**config.mk**
```make
export PLATFORM = sky130hd
export DESIGN_NAME = sh_reg_ctrl_flat
export DESIGN_NICKNAME = d
export VERILOG_FILES = /design/src/rtl/sh_reg_ctrl_pkg.sv /design/src/rtl/sh_reg_ctrl_if.sv /design/src/rtl/sh_reg_ctrl.sv /design/src/flat_wrapper.sv
export SDC_FILE = /design/constraint.sdc
export NUM_CORES = 1
export LEC_CHECK = 0
export BUFFER_PORTS_ARGS = -buffer_cell sky130_fd_sc_hd__clkbuf_2
export CAP_MARGIN = 0
export CORE_ASPECT_RATIO = 0.5
export CORE_UTILIZATION = 47
export CTS_CLUSTER_SIZE = 40
export DETAILED_ROUTE_END_ITERATION = 16
export PLACE_DENSITY = 0.79
export SYNTH_ARGS = -nofsm -noshare
export SYNTH_HDL_FRONTEND = slang
export SYNTH_SLANG_ARGS = --single-unit
```
**constraint.sdc**
```tcl
create_clock -name clk -period 1.7 [get_ports clk]
set_clock_uncertainty 0.1 [all_clocks]
set_input_delay 0.34 -clock clk [delete_from_list [all_inputs] [get_ports clk]]
set_output_delay 0.34 -clock clk [all_outputs]
set_load 0.01 [all_outputs]
```
**src/rtl/sh_reg_ctrl_pkg.sv**
```systemverilog
// Shared types and constants for the shift-register controller.
// Holds the FSM state encoding, direction constants and the default step size.
package sh_reg_pkg;

   typedef enum logic [2:0] {
      ST_IDLE   = 3'd0,
      ST_CLEAR  = 3'd1,
      ST_LOAD   = 3'd2,
      ST_SHIFT  = 3'd3,
      ST_SETTLE = 3'd4,
      ST_RESP   = 3'd5
   } state_e;

   localparam logic DIR_RIGHT = 1'b1;
   localparam logic DIR_LEFT  = 1'b0;

   localparam int MAX_STEP_DEFAULT = 7;

   // Per-cycle shift: the smaller of what is left and the datapath limit.
   function automatic logic [2:0] step_of(input int unsigned rem, input int unsigned max_step);
      return (rem > max_step) ? 3'(max_step) : 3'(rem);
   endfunction

endpackage

```
**src/rtl/sh_reg_ctrl_if.sv**
```systemverilog
// Command / response bundle between a requester and the shift-register controller.
// Both channels: a transfer happens on a rising edge where valid and ready are both 1;
// the source holds valid and its payload stable until that edge.
interface sh_reg_ctrl_if #(
   parameter int AMT_W = 5
) ();

   logic             cmd_valid;
   logic             cmd_ready;
   logic             cmd_clr;
   logic             cmd_dir;
   logic [AMT_W-1:0] cmd_amt;
   logic [7:0]       cmd_data;

   logic             rsp_valid;
   logic             rsp_ready;
   logic [7:0]       rsp_data;

   modport master (
      output cmd_valid, cmd_clr, cmd_dir, cmd_amt, cmd_data, rsp_ready,
      input  cmd_ready, rsp_valid, rsp_data
   );

   modport slave (
      input  cmd_valid, cmd_clr, cmd_dir, cmd_amt, cmd_data, rsp_ready,
      output cmd_ready, rsp_valid, rsp_data
   );

endinterface

```
**src/rtl/sh_reg_ctrl.sv**
```systemverilog
// Controller that loads an external 8-bit shift register, shifts it by a requested
// total amount in chunks of at most MAX_STEP per cycle, and returns the result.
module sh_reg_ctrl
   import sh_reg_pkg::*;
#(
   parameter int AMT_W    = 5,
   parameter int MAX_STEP = MAX_STEP_DEFAULT
) (
   input  logic         clk,
   input  logic         rst,
   sh_reg_ctrl_if.slave bus,
   output logic         sr_rst,
   output logic         sr_load,
   output logic         sr_shift_r_l,
   output logic [2:0]   sr_sh,
   output logic [7:0]   sr_d_in,
   input  logic [7:0]   sr_q,
   output logic         busy,
   output state_e       dbg_state_o
);

   state_e           state_q, state_d;
   logic [AMT_W-1:0] rem_q, rem_d;
   logic             dir_q, dir_d;
   logic [7:0]       data_q, data_d;
   logic [7:0]       rsp_data_q, rsp_data_d;
   logic [2:0]       step;

   assign step = step_of(32'(rem_q), MAX_STEP);

   always_comb begin
      state_d    = state_q;
      rem_d      = rem_q;
      dir_d      = dir_q;
      data_d     = data_q;
      rsp_data_d = rsp_data_q;
      case (state_q)
         ST_IDLE: begin
            if (bus.cmd_valid) begin
               dir_d   = bus.cmd_dir;
               rem_d   = bus.cmd_amt;
               data_d  = bus.cmd_data;
               state_d = bus.cmd_clr ? ST_CLEAR : ST_LOAD;
            end
         end
         ST_CLEAR: state_d = ST_SETTLE;
         ST_LOAD:  state_d = (rem_q != '0) ? ST_SHIFT : ST_SETTLE;
         ST_SHIFT: begin
            // step never exceeds rem_q, so the subtraction cannot wrap
            rem_d = rem_q - AMT_W'(step);
            if (rem_q == AMT_W'(step)) state_d = ST_SETTLE;
         end
         ST_SETTLE: begin
            rsp_data_d = sr_q;
            state_d    = ST_RESP;
         end
         ST_RESP: begin
            if (bus.rsp_ready) state_d = ST_IDLE;
         end
         default: state_d = ST_IDLE;
      endcase
   end

   always_ff @(posedge clk) begin
      if (rst) begin
         state_q    <= ST_IDLE;
         rem_q      <= '0;
         dir_q      <= 1'b0;
         data_q     <= 8'h00;
         rsp_data_q <= 8'h00;
      end else begin
         state_q    <= state_d;
         rem_q      <= rem_d;
         dir_q      <= dir_d;
         data_q     <= data_d;
         rsp_data_q <= rsp_data_d;
      end
   end

   // Outputs decode registered state only; rst gates them so they read 0 during reset.
   assign bus.cmd_ready = (state_q == ST_IDLE) & ~rst;
   assign busy          = (state_q != ST_IDLE) & ~rst;
   assign bus.rsp_valid = (state_q == ST_RESP) & ~rst;
   assign bus.rsp_data  = rsp_data_q;
   assign sr_rst        = rst | (state_q == ST_CLEAR);
   assign sr_load       = (state_q == ST_LOAD) & ~rst;
   assign sr_d_in       = sr_load ? data_q : 8'h00;
   assign sr_sh         = ((state_q == ST_SHIFT) && !rst) ? step : 3'd0;
   assign sr_shift_r_l  = (state_q == ST_SHIFT) & dir_q;
   assign dbg_state_o   = state_q;

endmodule

```
**src/flat_wrapper.sv**
```systemverilog
// flat-port wrapper written by rule: the top's interface ports become plain ports
module sh_reg_ctrl_flat import sh_reg_pkg::*;
#(
   parameter int AMT_W    = 5,
   parameter int MAX_STEP = MAX_STEP_DEFAULT
)
  (clk, rst, sr_rst, sr_load, sr_shift_r_l, sr_sh, sr_d_in, sr_q, busy, dbg_state_o, bus_cmd_valid, bus_cmd_clr, bus_cmd_dir, bus_cmd_amt, bus_cmd_data, bus_rsp_ready, bus_cmd_ready, bus_rsp_valid, bus_rsp_data);
  sh_reg_ctrl_if #(.AMT_W(AMT_W)) bus_i ();
  input  logic clk;
  input  logic rst;
  output logic sr_rst;
  output logic sr_load;
  output logic sr_shift_r_l;
  output logic [2:0] sr_sh;
  output logic [7:0] sr_d_in;
  input  logic [7:0] sr_q;
  output logic busy;
  output state_e dbg_state_o;
  input wire logic [$bits(bus_i.cmd_valid)-1:0] bus_cmd_valid;
  input wire logic [$bits(bus_i.cmd_clr)-1:0] bus_cmd_clr;
  input wire logic [$bits(bus_i.cmd_dir)-1:0] bus_cmd_dir;
  input wire logic [$bits(bus_i.cmd_amt)-1:0] bus_cmd_amt;
  input wire logic [$bits(bus_i.cmd_data)-1:0] bus_cmd_data;
  input wire logic [$bits(bus_i.rsp_ready)-1:0] bus_rsp_ready;
  output wire logic [$bits(bus_i.cmd_ready)-1:0] bus_cmd_ready;
  output wire logic [$bits(bus_i.rsp_valid)-1:0] bus_rsp_valid;
  output wire logic [$bits(bus_i.rsp_data)-1:0] bus_rsp_data;
  assign bus_i.cmd_valid = bus_cmd_valid;
  assign bus_i.cmd_clr = bus_cmd_clr;
  assign bus_i.cmd_dir = bus_cmd_dir;
  assign bus_i.cmd_amt = bus_cmd_amt;
  assign bus_i.cmd_data = bus_cmd_data;
  assign bus_i.rsp_ready = bus_rsp_ready;
  assign bus_cmd_ready = bus_i.cmd_ready;
  assign bus_rsp_valid = bus_i.rsp_valid;
  assign bus_rsp_data = bus_i.rsp_data;
  sh_reg_ctrl #(.AMT_W(AMT_W), .MAX_STEP(MAX_STEP)) u_core (.clk(clk), .rst(rst), .bus(bus_i), .sr_rst(sr_rst), .sr_load(sr_load), .sr_shift_r_l(sr_shift_r_l), .sr_sh(sr_sh), .sr_d_in(sr_d_in), .sr_q(sr_q), .busy(busy), .dbg_state_o(dbg_state_o));
endmodule
```
* After elaboration in Yosys (flattened, before gate mapping)
Index checks and enable logic that the tools add are counted.
** Storage, ports and cells
- Register bits after elaboration :: 25
- Output and inout port bits :: 28
** Cells by class
- Eq/ne operators :: 9
- Bitwise gates (word level) :: 7
- Muxes and demuxes :: 11
- Reductions and logical operators :: 9
- $lt $le $gt $ge :: 1
- Add/sub/neg operators :: 1
** Operators with widths (count)
- $mux W3 :: 6
- $pmux W3 S6 :: 1
- $pmux W5 S2 :: 1
- $mux W8 :: 1
- $eq A3 B2 Y1 const B :: 2
- $eq A3 B3 Y1 const B :: 2
- $and A1 B1 Y1 :: 5
- $eq A5 B3 Y1 :: 1
- $gt A5 B3 Y1 const B :: 1
- $mux W5 :: 1
- $reduce_bool A5 Y1 :: 1
- $sub A5 B3 Y5 :: 1
- $ne A2 B2 Y1 const B :: 2
- $reduce_and A2 Y1 :: 2
- $eq A3 B1 Y1 const B :: 1
- $logic_not A3 Y1 :: 1
- $reduce_and A3 Y1 :: 1
- $reduce_bool A3 Y1 :: 1
- $mux W2 :: 1
- $ne A2 B1 Y1 const B :: 1
- $reduce_bool A2 Y1 :: 1
- $logic_and A1 B1 Y1 :: 1
- $logic_not A1 Y1 :: 1
- $not A1 Y1 :: 1
- $or A1 B1 Y1 :: 1

* Depth between registers and ports, before layout
- Depth after elaboration :: 5
- Depth in mapped cells :: 6

* Worst setup path after synthesis
Ideal clock, no wire load.
- Kind :: reg2out
- Start point :: register u_core.state_q[1] (netlist: u_core.dbg_state_o[1])
- End point :: output sr_d_in[0]
- Stages on the path, launching flop included :: 5
- Data arrival time :: 1299 ps
- Path slack :: -39 ps
- Cell sequence :: dfxtp_1 -> buf_2 -> inv_1 -> nor4_4 -> and2_1
** On the way
- Longest elaborated chain between the ends :: 3
** RTL lines
- from (decl) :: line sh_reg_ctrl.sv:22 : state_e state_q, state_d;
- from (signal assigned) :: line sh_reg_ctrl.sv:72 : state_q <= state_d;
- $eq A3 B2 Y1 :: line sh_reg_ctrl.sv:86 : assign sr_load = (state_q == ST_LOAD) & ~rst;
- $and A1 B1 Y1 :: line sh_reg_ctrl.sv:86
- named net sr_load :: line flat_wrapper.sv:12 : output logic sr_load;
- $mux W8 :: line sh_reg_ctrl.sv:87 : assign sr_d_in = sr_load ? data_q : 8'h00;
- to (decl) :: line flat_wrapper.sv:15 : output logic [7:0] sr_d_in;
The timed path passes the listed nets, and every way through them passes these cells.

* Worst setup path after layout
- Start point :: register u_core.rem_q[3]
- End point :: output sr_sh[0]
** On the way
- Longest elaborated chain between the ends :: 3
** RTL lines
- from (decl) :: line sh_reg_ctrl.sv:23 : logic [AMT_W-1:0] rem_q, rem_d;
- from (signal assigned) :: line sh_reg_ctrl.sv:73 : rem_q <= rem_d;
- $gt A5 B3 Y1 :: line sh_reg_ctrl_pkg.sv:21 : return (rem > max_step) ? 3'(max_step) : 3'(rem);
- $mux W3 :: line sh_reg_ctrl_pkg.sv:21
- $mux W3 :: line sh_reg_ctrl.sv:88 : assign sr_sh = ((state_q == ST_SHIFT) && !rst) ? step : 3'd0;
- to (decl) :: line flat_wrapper.sv:14 : output logic [2:0] sr_sh;
No other way between the ends.

==> summary.md <==
| Metric | Value |
|---|---|
| Slowest CP cell | `nor3_1` |
| R2R Path End | `u_core.rem_q[2]` |
| Sequential power share | `31.7%` |
| Clock Power Share | `12.7%` |
| Initial antenna violation count | `0` |
| Hold EP | `u_core.data_q[3]` |
| HP Start | `bus_cmd_data[3]` |
| Worst-margin pin slew | `484.1 ps` |
| Ports | `55` |
| DIE AREA | `3040 sq um` |
| First-iteration detailed-routing DRC count | `121` |
| Mean area per synthesized cell | `8.524 sq um` |
| Worst Reg-to-Reg Cells | `9` |
| Vias in the first global route | `1101` |
| Num CTS Buffers | `3` |
| Grt total ovfl | `0` |
| Leakage Power | `0.9669 nW` |
| Slew HR | `67.48%` |
| Drt via density | `5.762` |
| Comb power frac | `55.5%` |
| Top_reg_cell synth | `dfxtp_1` |
| Max_cap viols | `0` |
| Synth async-reset ratio | `0%` |
| Crit start category | `flop` |
| Switch Pwr | `1.135 mW` |
| Worst path cell trace | `buf_4, nor3_1, nor2_1, clkbuf_2` |
| First-pass GRT wire length | `5.106 mm` |
| Synth cell types | `41` |
| Failing checks | `negative setup slack` |
| Net count after synthesis | `183` |
| GPL Wtd Cong | `0.8599` |
| Initial core utilization | `50.14%` |
| Clk_lat worst skew | `270 ps` |
| Highest-count cells in the layout ignoring fill and taps | `clkbuf_2, nand2_1, buf_4, dfxtp_1, nor2_1` |
| WL/cell | `16.63 um` |
| Family with the most delay on the worst path | `simple AND/OR/NAND/NOR gates` |
| CP endpoint kind | `primary output` |
| Hold Path Cell Cnt | `3` |
| Outcome | `complete, but fails checks` |
| Detail Route Antenna Nets | `0` |
| Hold WS | `188.0 ps` |
| Rows | `13` |
| I/O Buffers | `54` |
| Die height | `39.49 um` |
| Setup TNS Final | `-2186 ps` |
| Final Power | `2.827 mW` |
| Max H-tree Level | `1` |
| Fraction of layout cells with a size suffix above 1 | `50.00%` |
| Post-Synthesis Cells | `155` |
| Clock-pin slew on the worst setup and hold paths | `90 ps` |
| VDD IR max | `0.0007601 V` |
| DP HPWL | `2.206 mm` |
| Switching share of total power | `40.14%` |
| Max-slew violations | `0` |
| Largest net degree at the start of global routing | `23` |
| Ant. Diodes | `0` |
| Tcrit/Tclk final | `112.5%` |
| Max Root-Sink Buffers | `2` |
| FF-to-FF Start | `u_core.dbg_state_o[1]` |
| Total routed wirelength | `4.541 mm` |
| Util after Layout | `79.20%` |
| Final worst slack | `-213.3 ps` |
| Worst min-delay path class | `input port to flop` |
| Area growth from synthesis to layout | `57.95%` |
| Crit path DAT | `1470 ps` |
| Via count | `1573` |
| Drt drc | `0` |
| CTS tree | `built` |
| Synthesized cell area | `1321 sq um` |
| Reg2reg setup slack | `-70 ps` |
| Max Clk Rate | `0.5227 GHz` |
| CP bufs+invs | `2` |
| Post-synthesis sequential area ratio | `37.88%` |
| Share of the synthesized area in the top cell type | `37.88%` |
| Sink Count | `25` |
| Int Power | `1.692 mW` |
| Largest area contributor in the netlist | `dfxtp_1` |
| Final Hold Fails | `0` |
| Core area | `2635 sq um` |
| CP max FO | `4` |
| Synth area leaders | `dfxtp_1, nand2_1, mux2i_1` |
| Placed cell areas | `1693 sq um` |
| Final setup fails | `19` |
| Cell Pwr Density | `1355 nW/um^2` |
| Crit path largest cell delay | `420 ps` |
| Synth warn | `0` |
| Total track usage | `22.63%` |
| Final instance area | `2087 sq um` |
| Commonest non-fill, non-tap cell in the layout | `clkbuf_2` |
| First-pass detailed-route iteration total | `6` |
| CP required | `1260 ps` |
| Die Span X | `76.98 um` |
| Number of synthesized flops with an enable pin | `0` |
| Root Driver | `clkbuf_8` |
| RSZ-0062 raised after global routing | `yes` |
| Hold Buf Count CTS | `0` |
| Seq cells post-synth | `25` |
| Kind of critical path | `flop to primary output` |
| Min Tclk post-route | `1913 ps` |
| Nets | `265` |
==> worst max path at each step <==
stage / slack (ps) / to / start / cells past startpoint
after floorplan: 40 / sr_d_in[0] / u_core.dbg_state_o[1] / 4
after global placement: 70 / sr_d_in[3] / rst / 4
after detailed placement: 20 / sr_d_in[2] / rst / 4
after CTS: -150 / sr_d_in[3] / u_core.dbg_state_o[1] / 5
after global routing: -260 / sr_d_in[7] / u_core.dbg_state_o[1] / 5
final: -210 / sr_sh[0] / u_core.rem_q[3] / 4
==> flip-flops by register name, summed over array words and instances, names as in the netlist <==
signal,count
u_core.dir_q,1
u_core.dbg_state_o,3
u_core.data_q,8
u_core.bus.rsp_data,8
u_core.rem_q,5
==> synthesized netlist by cell type, drive strengths merged, types with 2 or more instances <==
master	count
nand2b	5
buf	8
mux2i	9
a21o	2
or4b	2
a2111oi	2
o21a	3
a31oi	2
o21bai	2
dfxtp	25
nor2	19
clkbuf	3
nand2	26
nor3	3
o211ai	2
and2	9
nor4	4
a311oi	3
a21oi	9
==> power by group through the flow <==
stage	logic [mW]	clock network (mW)	registers, mW
2_1_floorplan	0.767	0	0.871
3_3_place_gp	1.09	0	0.871
3_5_place_dp	1.10	0	0.877
4_1_cts	1.23	0.362	0.871
5_1_grt	1.67	0.388	0.914
6_report	1.57	0.360	0.897
==> what timing repair did <==
item                                    CTS  global route
resized for setup                        18            45
endpoints found under the setup margin   17            31
cloned                                    1             2
pin swaps                                12            10
buffers inserted                         11             6
==> worst register-to-register path, stage by stage (launching register included) <==
cell,delay [ps]
dfxtp_4,370
buf_4,150
and3b_2,240
nand2b_4,90
buf_4,140
buf_4,120
buf_4,120
buf_4,120
buf_4,120
o22ai_1,140
==> per-stage QoR <==
stage | std cells | setup WS, ps
after floorplan | 155 | 36.61
after global placement | 249 | 70.02
after detailed placement | 249 | 17.28
after CTS | 265 | -152.9
after global routing | 273 | -256.8
final | 273 | -213.3
==> cell families (layout without fill, tap and decap cells) <==
family / Yosys count / in the layout / share of synthesized area (%)
and+or+nand+nor: 76 / 77 / 31.91
muxes: 9 / 9 / 6.818
AOI/OAI and AO/OA: 31 / 31 / 16.76
buffers and inverters: 12 / 92 / 5.018
xor gates and xnor gates: 1 / 1 / 0.6630
adders and majority gates: 1 / 1 / 0.9468
DFF: 25 / 25 / 37.88
==> layer usage <==
layer / share of wire (%) / vias to the layer above / global-route usage (%) / wire (um)
met2: 47 / 98 / 37.50 / 2140
met4: 4.5 / 0 / 9.906 / 206
met5: 0 / - / 0 / 0
li1: - / 715 / - / -
met1: 40 / 734 / 29.10 / 1813
met3: 8.4 / 26 / 5.116 / 381
==> area by class of cell <==
cell class	instances	area, sq um
tap	37	46.29
clock buffer	4	45.04
fill	156	548.0
inverter	1	6.256
multi-input combinational	119	845.8
sequential	25	511.7
timing repair buffer	87	631.9
Note: power is estimated with default switching activity, not from simulation.
